[config.mk]
export PLATFORM = sky130hd
export DESIGN_NAME = mem_req_arbiter
export DESIGN_NICKNAME = d
export VERILOG_FILES = /design/src/rtl/mem_req_arbiter.sv
export SDC_FILE = /design/constraint.sdc
export NUM_CORES = 1
export LEC_CHECK = 0
export ABC_AREA = 1
export ABC_CLOCK_PERIOD_IN_PS = 1650
export BUFFER_PORTS_ARGS = -buffer_cell sky130_fd_sc_hd__clkbuf_2
export CAP_MARGIN = 20
export CORE_AREA = 2 2 108 110
export DETAILED_ROUTE_END_ITERATION = 7
export DIE_AREA = 0 0 110 112
export PLACE_DENSITY = 0.77
export SYNTH_ARGS = -nofsm -noshare
export SYNTH_HDL_FRONTEND = slang
export SYNTH_SLANG_ARGS = --single-unit
export TNS_END_PERCENT = 100
[constraint.sdc]
create_clock -name clk -period 1.65 [get_ports clk]
set_clock_uncertainty 0.05 [all_clocks]
set_input_delay 0.33 -clock clk [delete_from_list [all_inputs] [get_ports clk]]
set_output_delay 0.33 -clock clk [all_outputs]
set_load 0.005 [all_outputs]
[src/rtl/mem_req_arbiter.sv]
// mem_req_arbiter: shares one SRAM-like memory port between fetch and data requesters, one transaction in flight
module mem_req_arbiter #(
  parameter int AW = 32,
  parameter int DW = 32,
  parameter int STARVE_LIMIT = 4
) (
  input  logic          clk,
  input  logic          rst,
  input  logic          inst_req,
  input  logic [AW-1:0] inst_addr,
  output logic          inst_addr_ok,
  output logic          inst_data_ok,
  output logic [DW-1:0] inst_rdata,
  input  logic          data_req,
  input  logic          data_wr,
  input  logic [1:0]    data_size,
  input  logic [AW-1:0] data_addr,
  input  logic [DW-1:0] data_wdata,
  output logic          data_addr_ok,
  output logic          data_data_ok,
  output logic [DW-1:0] data_rdata,
  output logic          mem_req,
  output logic          mem_wr,
  output logic [1:0]    mem_size,
  output logic [AW-1:0] mem_addr,
  output logic [DW-1:0] mem_wdata,
  input  logic          mem_addr_ok,
  input  logic          mem_data_ok,
  input  logic [DW-1:0] mem_rdata,
  output logic          busy
);
  typedef enum logic [1:0] {IDLE, REQ, WAIT} state_t;
  localparam int CW = $clog2(STARVE_LIMIT + 1);
  localparam logic [CW-1:0] LIMIT = CW'(STARVE_LIMIT);
  state_t state;
  logic ownerData;
  logic [CW-1:0] starveCnt;
  logic grantData, grantInst, respond;
  // data wins unless fetch has waited out its allowance of data grants
  always_comb begin
    grantData = state == IDLE && data_req && !(inst_req && starveCnt == LIMIT);
    grantInst = state == IDLE && inst_req && !grantData;
    respond   = state == WAIT && mem_data_ok;
  end
  assign inst_addr_ok = grantInst;
  assign data_addr_ok = grantData;
  assign inst_data_ok = respond && !ownerData;
  assign data_data_ok = respond && ownerData;
  assign inst_rdata   = inst_data_ok ? mem_rdata : '0;
  assign data_rdata   = data_data_ok ? mem_rdata : '0;
  always_ff @(posedge clk) begin
    if (rst) begin
      state     <= IDLE;
      ownerData <= 1'b0;
      starveCnt <= '0;
      mem_req   <= 1'b0;
      busy      <= 1'b0;
      mem_wr    <= 1'b0;
      mem_size  <= 2'b00;
      mem_addr  <= '0;
      mem_wdata <= '0;
    end else begin
      case (state)
        IDLE: if (grantData || grantInst) begin
          state     <= REQ;
          mem_req   <= 1'b1;
          busy      <= 1'b1;
          ownerData <= grantData;
          mem_wr    <= grantData && data_wr;
          mem_size  <= grantData ? data_size : 2'b10;
          mem_addr  <= grantData ? data_addr : inst_addr;
          mem_wdata <= grantData ? data_wdata : '0;
          starveCnt <= grantInst ? '0 : (inst_req && starveCnt != LIMIT) ? starveCnt + 1'b1 : starveCnt;
        end
        REQ: if (mem_addr_ok) begin
          state   <= WAIT;
          mem_req <= 1'b0;
        end
        WAIT: if (mem_data_ok) begin
          state <= IDLE;
          busy  <= 1'b0;
        end
        default: begin
          state   <= IDLE;
          mem_req <= 1'b0;
          busy    <= 1'b0;
        end
      endcase
    end
  end
endmodule

==> flow_summary.yaml, run 1 <==
critical_path:
  worstPathCellList: "inv_4 -> nand3_4 -> nor2_4 -> inv_4 -> clkbuf_16 -> nor2_2 -> buf_2"
  worst_r2r_endpoint: "mem_addr[28]$_SDFFE_PP0P_"
  critical_path.most_common_cell: "sky130_fd_sc_hd__inv_4"
  worstSetupPathDepth: 7
  worst_path_max_delay_cell: "sky130_fd_sc_hd__dfxtp_4"
  arrival_ps: 1440
  cp_slowest_stage_delay_ps: 350
  ff2ff_path_depth: 9
  cp-start-kind: "flop"
  required_time_at_the_endpoint_of_the_critical_path_ps: 1270
  worst_path_dominant_cell_family: "buffers and inverters"
  rr_startpoint: "state[0]$_SDFFE_PP0P_"
  timing.critical_path.fanout_max: 8
  worst_setup_path_end_kind: "output port"
  path_buf_inv: 4
  critical_path_type: "reg2out"
  worst_r2r_setup_slack_ps: 110
  worstSetupStartpoint: "state[0]$_SDFFE_PP0P_"
cts:
  postCtsHoldBufs: 0
  cts_tree: "yes"
  cts_max_level: 3
  cts_root_buffer: "sky130_fd_sc_hd__clkbuf_16"
  cts_made_buffers: 9
  clock_edge_transition_at_the_registers_on_the_reported_setup_and_hold_paths_ps: 60
  ctsLongestPathBuffers: 2
  cts.sink_count: 75
  insertion_delay_ps: 320
synthesis:
  synth_top_family_by_area: "simple AND/OR/NAND/NOR gates"
  syn-cell-area_mm2: 0.003632
  synthesized_instance_count: 566
  synth_cell_type_count: 22
  synth_xor_xnor_area_share: 0.002411
  syn_area_per_cell_um2: 6.417
  synth_simple_gate_area_share: 0.3662
  synth-compound-area-share: 0.1068
  mappedNetlistNets: 705
  synth_seq_area_share: 0.4134
  yosys_warnings: 0
  synth_mux_area_frac: 0
  yosys.area_share.adder: 0.006889
  ys_ff_latch: 75
detailed_routing:
  met2WireLength_mm: 6.299
  final_routed_wire_length_divided_by_cell_count_um: 13.25
  drt_first_iter_violations: 284
  drt_wl_total_mm: 13.16
  routed.top_layer: "met4"
  detail_route.wirelength.met1_mm: 5.630
  drc: 0
  dr_total_vias: 4587
  route.antenna.remaining_nets: 0
  post_drt_via_cell_ratio: 4.619
  drt_pass1_iterations: 4
  route.met3.wl_mm: 1.019
hold_path:
  hold-path-endpoint: "mem_wdata[23]$_SDFFE_PP0P_"
  holdPathStages: 3
  hold_path_class: "in2reg"
  startpoint_of_the_tightest_hold_check_path: "data_wdata[23]"
global_route:
  grt_first_pass_wirelength_mm: 19.16
  grt_overflow_total: 0
  grt_usage: 0.1927
  grt_pass1_vias: 4148
  grt_start_max_net_pins: 40
  grt_antenna_before_repair: 0
pwr:
  p_total_mw: 5.247
  p_comb_frac: 0.225
  seq_power_share: 0.395
  internal_power_mw: 3.731
  power.density_cell_area_mw_per_mm2: 870.2
  p_sw_frac: 0.2889
  vdd_drop_max_uv: 605.2
  net-switching-power_mw: 1.516
  power_leakage_nw: 3.296
  clock_power_share: 0.380
outcome:
  outcome: "complete, but fails checks"
  failed_checks: "negative setup slack"
placement:
  placed_instances: 961
  routabilityCongestion: 0.8055
  place_area_mm2: 0.005209
  pre_cts_slack_ps: 98.95
  dp_hpwl_mm: 8.907
  port_buffers: 273
final_layout:
  cell_count_final_fillers_out: 993
  fillers: 1078
  final_util: 0.5396
  final-seq-area_mm2: 0.001513
  post_route_cells_drive_above_1_share: 0.4635
  finish.net_count: 984
  area_delta_synth_final_pct: 66.00
  inserted_diodes: 0
  final_area_mm2: 0.006030
  multiInputGateArea_mm2: 0.001988
sta:
  fin_crit_ps: 1824
  timing.final.max_slew_violations: 0
  report.final.setup_viol: 67
  unrepaired_setup_endpoints_after_global_routing: "true"
  clock.fmax_mhz: 548.3
  timing.slew.headroom: 0.7171
  actual_slew_at_the_worst_max_slew_pin_ps: 424.3
  post-route-worst-setup-slack_ps: -173.8
  final_min_period_over_clock_period: 1.105
  report.final.hold_viol_count: 0
  worst_hold_slack_ps: 177.0
  setup_total_negative_slack_ps: -8215
floorplanning:
  core_rows: 39
  die_outline_height_um: 112
  design.portCount: 274
  core_region_area_mm2: 0.01117
  floorplan.initialDensity: 0.3250
  horizontal_die_dimension_um: 110
  design.die.area_mm2: 0.01232
flow_run:
  cap_viol_max_count: 0
synth_stat cells:
library cell / count / area share
sky130_fd_sc_hd__ha_1: 2 / 0.0069
sky130_fd_sc_hd__nand2_1: 147 / 0.15
sky130_fd_sc_hd__inv_2: 2 / 0.0021
sky130_fd_sc_hd__inv_1: 49 / 0.051
sky130_fd_sc_hd__buf_2: 18 / 0.025
sky130_fd_sc_hd__nor2_1: 133 / 0.14
sky130_fd_sc_hd__dfxtp_1: 75 / 0.41
sky130_fd_sc_hd__o211ai_2: 1 / 0.0034
sky130_fd_sc_hd__a21oi_1: 41 / 0.056
sky130_fd_sc_hd__buf_1: 1 / 0.0010
sky130_fd_sc_hd__nand3_1: 3 / 0.0041
sky130_fd_sc_hd__nand3_2: 1 / 0.0028
sky130_fd_sc_hd__buf_4: 3 / 0.0062
sky130_fd_sc_hd__o21ai_1: 1 / 0.0014
sky130_fd_sc_hd__nand2_2: 1 / 0.0017
sky130_fd_sc_hd__clkbuf_1: 16 / 0.017
sky130_fd_sc_hd__o21ai_0: 33 / 0.045
sky130_fd_sc_hd__buf_6: 1 / 0.0031
sky130_fd_sc_hd__nor2_4: 1 / 0.0031
sky130_fd_sc_hd__xor2_1: 1 / 0.0024
sky130_fd_sc_hd__nand4_1: 35 / 0.060
sky130_fd_sc_hd__nand3_4: 1 / 0.0048
sequential cells by signal, indices dropped and copies added (netlist names):
name       count
mem_addr      32
mem_wdata     32
starveCnt      3
mem_size       2
state          2
busy           1
mem_req        1
mem_wr         1
ownerData      1
worst max-delay path by stage:
stage	endpoint	slack, ps
floorplan	inst_addr_ok	140
global placement	data_rdata[31]	130
detailed placement	mem_wdata[2]$_SDFFE_PP0P_	100
CTS	inst_rdata[12]	-130
global route	data_rdata[3]	-240
finish	data_rdata[3]	-170
cell families after synthesis:
kind of cell,count (synthesis)
flops,75
compound gates,76
buf+inv,90
fa+ha+maj,2
simple gates,322
xor+xnor,1
layout make-up:
cell class / count / share of cell area
sequential: 75 / 0.2509
tap: 143 / 0.02967
inverter: 51 / 0.03341
clock inverter: 5 / 0.009961
multi-input combinational: 401 / 0.3297
clock buffer: 11 / 0.04026
timing repair buffer: 307 / 0.3061
metal layers:
metal / track usage / vias to the layer above
met5: 0 / -
met1: 0.2357 / 2060
li1: - / 2340
met4: 0.06414 / 0
met3: 0.05855 / 23
met2: 0.3186 / 164
power by group through the flow:
stage,sequential [mW],combinational (mW),clock (mW)
final,2.07,1.18,1.99
after global routing,2.09,1.33,2.13
after CTS,2.07,1.14,2.05
after detailed placement,2.11,1.09,0
after global placement,2.10,1.08,0
after floorplan,2.12,0.552,0
placed cells by master (no fill, tap or decap), types with 2 or more instances in the layout:
| master | instances |
|---|---|
| sky130_fd_sc_hd__nand3_1 | 2 |
| sky130_fd_sc_hd__nand3_4 | 3 |
| sky130_fd_sc_hd__a21oi_1 | 41 |
| sky130_fd_sc_hd__nor2_2 | 37 |
| sky130_fd_sc_hd__buf_6 | 11 |
| sky130_fd_sc_hd__o21ai_0 | 33 |
| sky130_fd_sc_hd__inv_1 | 43 |
| sky130_fd_sc_hd__buf_4 | 15 |
| sky130_fd_sc_hd__nor2_1 | 83 |
| sky130_fd_sc_hd__nand2_2 | 3 |
| sky130_fd_sc_hd__dfxtp_4 | 2 |
| sky130_fd_sc_hd__nand4_1 | 35 |
| sky130_fd_sc_hd__inv_2 | 4 |
| sky130_fd_sc_hd__nand2_1 | 145 |
| sky130_fd_sc_hd__buf_2 | 24 |
| sky130_fd_sc_hd__dfxtp_2 | 3 |
| sky130_fd_sc_hd__nor2_4 | 14 |
| sky130_fd_sc_hd__clkbuf_16 | 13 |
| sky130_fd_sc_hd__buf_12 | 6 |
| sky130_fd_sc_hd__clkbuf_2 | 245 |
| sky130_fd_sc_hd__inv_4 | 4 |
| sky130_fd_sc_hd__dfxtp_1 | 70 |
worst reg2reg max path: cells and delay by family (launching register included):
kind / cells / cell delay (ps)
buffers and inverters: 3 / 450
AND/OR/NAND/NOR: 6 / 580
flip-flops: 1 / 350
repair_timing:
action	CTS	global route
gates resized for setup	42	84
pin swaps	4	4
gates cloned	1	5
setup buffers	12	0
setup endpoints to repair	67	79
Note: power is estimated with default switching activity, not from simulation.
==> run 2, diff against run 1 <==
--- a/config.mk
+++ b/config.mk
@@ -9,10 +9,10 @@
 export ABC_CLOCK_PERIOD_IN_PS = 1650
 export BUFFER_PORTS_ARGS = -buffer_cell sky130_fd_sc_hd__clkbuf_2
 export CAP_MARGIN = 20
-export CORE_AREA = 2 2 108 110
+export CORE_AREA = 2 2 124 126
 export DETAILED_ROUTE_END_ITERATION = 7
-export DIE_AREA = 0 0 110 112
-export PLACE_DENSITY = 0.77
+export DIE_AREA = 0 0 126 128
+export PLACE_DENSITY = 0.64
 export SYNTH_ARGS = -nofsm -noshare
 export SYNTH_HDL_FRONTEND = slang
 export SYNTH_SLANG_ARGS = --single-unit
==> flow_summary.yaml, run 2 (same netlist as run 1, synthesis figures left out) <==
placement:
  pre_cts_slack_ps: 12.83
  port_buffers: 273
  placed_instances: 1011
  routabilityCongestion: 0.8465
  dp_hpwl_mm: 9.286
cts:
  clock_edge_transition_at_the_registers_on_the_reported_setup_and_hold_paths_ps: 60
  cts_made_buffers: 9
  cts_max_level: 3
  ctsLongestPathBuffers: 2
  cts.sink_count: 75
  cts_tree: "yes"
  insertion_delay_ps: 330
  postCtsHoldBufs: 0
  cts_root_buffer: "sky130_fd_sc_hd__clkbuf_16"
critical_path:
  cp-start-kind: "flop"
  worstPathCellList: "inv_2 -> nand3_4 -> nor2_4 -> inv_4 -> buf_16 -> nor2_2 -> clkbuf_2"
  required_time_at_the_endpoint_of_the_critical_path_ps: 1270
  cp_slowest_stage_delay_ps: 320
  worst_setup_path_end_kind: "output port"
  timing.critical_path.fanout_max: 16
  critical_path_type: "reg2out"
  worstSetupPathDepth: 7
  worst_path_max_delay_cell: "sky130_fd_sc_hd__dfxtp_2"
  arrival_ps: 1420
  path_buf_inv: 4
  ff2ff_path_depth: 8
  worst_path_dominant_cell_family: "buffers and inverters"
global_route:
  grt_antenna_before_repair: 0
  grt_usage: 0.1525
  grt_start_max_net_pins: 40
  grt_pass1_vias: 4172
  grt_overflow_total: 0
  grt_first_pass_wirelength_mm: 20.07
detailed_routing:
  route.antenna.remaining_nets: 0
  dr_total_vias: 4534
  final_routed_wire_length_divided_by_cell_count_um: 12.78
  post_drt_via_cell_ratio: 4.364
  drt_first_iter_violations: 163
  drc: 0
  drt_pass1_iterations: 5
  drt_wl_total_mm: 13.27
final_layout:
  finish.net_count: 986
  mostFrequentLayoutCell: "sky130_fd_sc_hd__clkbuf_2"
  most-common-layout-cells: "239 x sky130_fd_sc_hd__clkbuf_2, 144 x sky130_fd_sc_hd__nand2_1, 80 x sky130_fd_sc_hd__nor2_1, 70 x sky130_fd_sc_hd__dfxtp_1, 44 x sky130_fd_sc_hd__inv_1"
  area_delta_synth_final_pct: 68.52
  cell_count_final_fillers_out: 1039
  largest_registers: "mem_addr: 32 flops, mem_wdata: 32 flops, starveCnt: 3 flops"
  final_util: 0.4118
  post_route_cells_drive_above_1_share: 0.4689
  inserted_diodes: 0
hold_path:
  hold_path_class: "in2reg"
  holdPathStages: 3
pwr:
  clock_power_share: 0.394
  seq_power_share: 0.383
  internal_power_mw: 3.920
  power.density_cell_area_mw_per_mm2: 883.8
  vdd_drop_max_uv: 778.8
  p_sw_frac: 0.2754
  p_comb_frac: 0.222
  power_leakage_nw: 3.303
  net-switching-power_mw: 1.490
sta:
  unrepaired_setup_endpoints_after_global_routing: "true"
  timing.slew.headroom: 0.7071
  report.final.setup_viol: 66
  timing.final.max_slew_violations: 0
  post-route-worst-setup-slack_ps: -152.0
  final_min_period_over_clock_period: 1.092
  fin_crit_ps: 1802
  actual_slew_at_the_worst_max_slew_pin_ps: 439.4
  clock.fmax_mhz: 554.9
  report.final.hold_viol_count: 0
  worst_hold_slack_ps: 169.3
  setup_total_negative_slack_ps: -7071
outcome:
  outcome: "complete, but fails checks"
  failed_checks: "negative setup slack"
floorplanning:
  floorplan.initialDensity: 0.2444
  die_outline_height_um: 128
  design.portCount: 274
  core_rows: 45
  core_region_area_mm2: 0.01486
  horizontal_die_dimension_um: 126
  design.die.area_mm2: 0.01613
flow_run:
  cap_viol_max_count: 0
run 2: cell types whose count changed in the layout (fill, tap and decap cells not counted), sizes merged:
cell	delta
clkinvlp	-1
buf	+11
clkbuf	-9
inv	-1
bufinv	+1
run 2: timing repair:
item,4_1_cts,5_1_grt
endpoints found under the setup margin,67,96
pin swaps,4,5
gates cloned,2,2
setup buffers,12,1
resized for setup,56,84
run 2: cell type report:
class	instances	area (µm²)
well taps	188	235.2
multi-input cells	401	2038
clock buffers	11	252.7
fillers	1582	8743
clock inverters	4	73.82
inverters	51	198.9
flip-flops and latches	75	1510
repair buffers	309	1812
run 2: metal layers:
layer  up-vias  wire (µm)  global-route usage
met4         0        212             0.05042
li1       2343          -                   -
met1      2015       5713              0.1897
met5         -          0                   0
met2       161       6440              0.2533
met3        15        907             0.04508
run 2: power groups by stage:
stage	logic, mW	clock network, mW	registers (mW)
finish	1.20	2.13	2.07
global route	1.36	2.27	2.09
CTS	1.18	2.20	2.07
detailed placement	1.12	0	2.10
global placement	1.12	0	2.10
floorplan	0.552	0	2.12
run 2: worst paths after layout:
path                                   from                          to  slack, ps
setup reg to reg      state[1]$_SDFFE_PP0P_    mem_addr[1]$_SDFFE_PP0P_        110
hold / removal               data_wdata[21]  mem_wdata[21]$_SDFFE_PP0P_        170
hold reg to reg   mem_wdata[6]$_SDFFE_PP0P_   mem_wdata[6]$_SDFFE_PP0P_        410
setup / recovery      state[0]$_SDFFE_PP0P_               inst_rdata[1]       -150
run 2: tightest hold or removal path: stages:
cell                       delay, ps
sky130_fd_sc_hd__clkbuf_2         80
sky130_fd_sc_hd__nand2_1          50
sky130_fd_sc_hd__a21oi_1          50
run 2: metrics by stage:
| step | power, mW | instance area [µm²] |
|---|---|---|
| after floorplan | 2.670 | 3632 |
| after global placement | 3.221 | 5303 |
| after detailed placement | 3.221 | 5303 |
| after CTS | 5.458 | 5913 |
| after global routing | 5.723 | 6121 |
| final | 5.410 | 6121 |
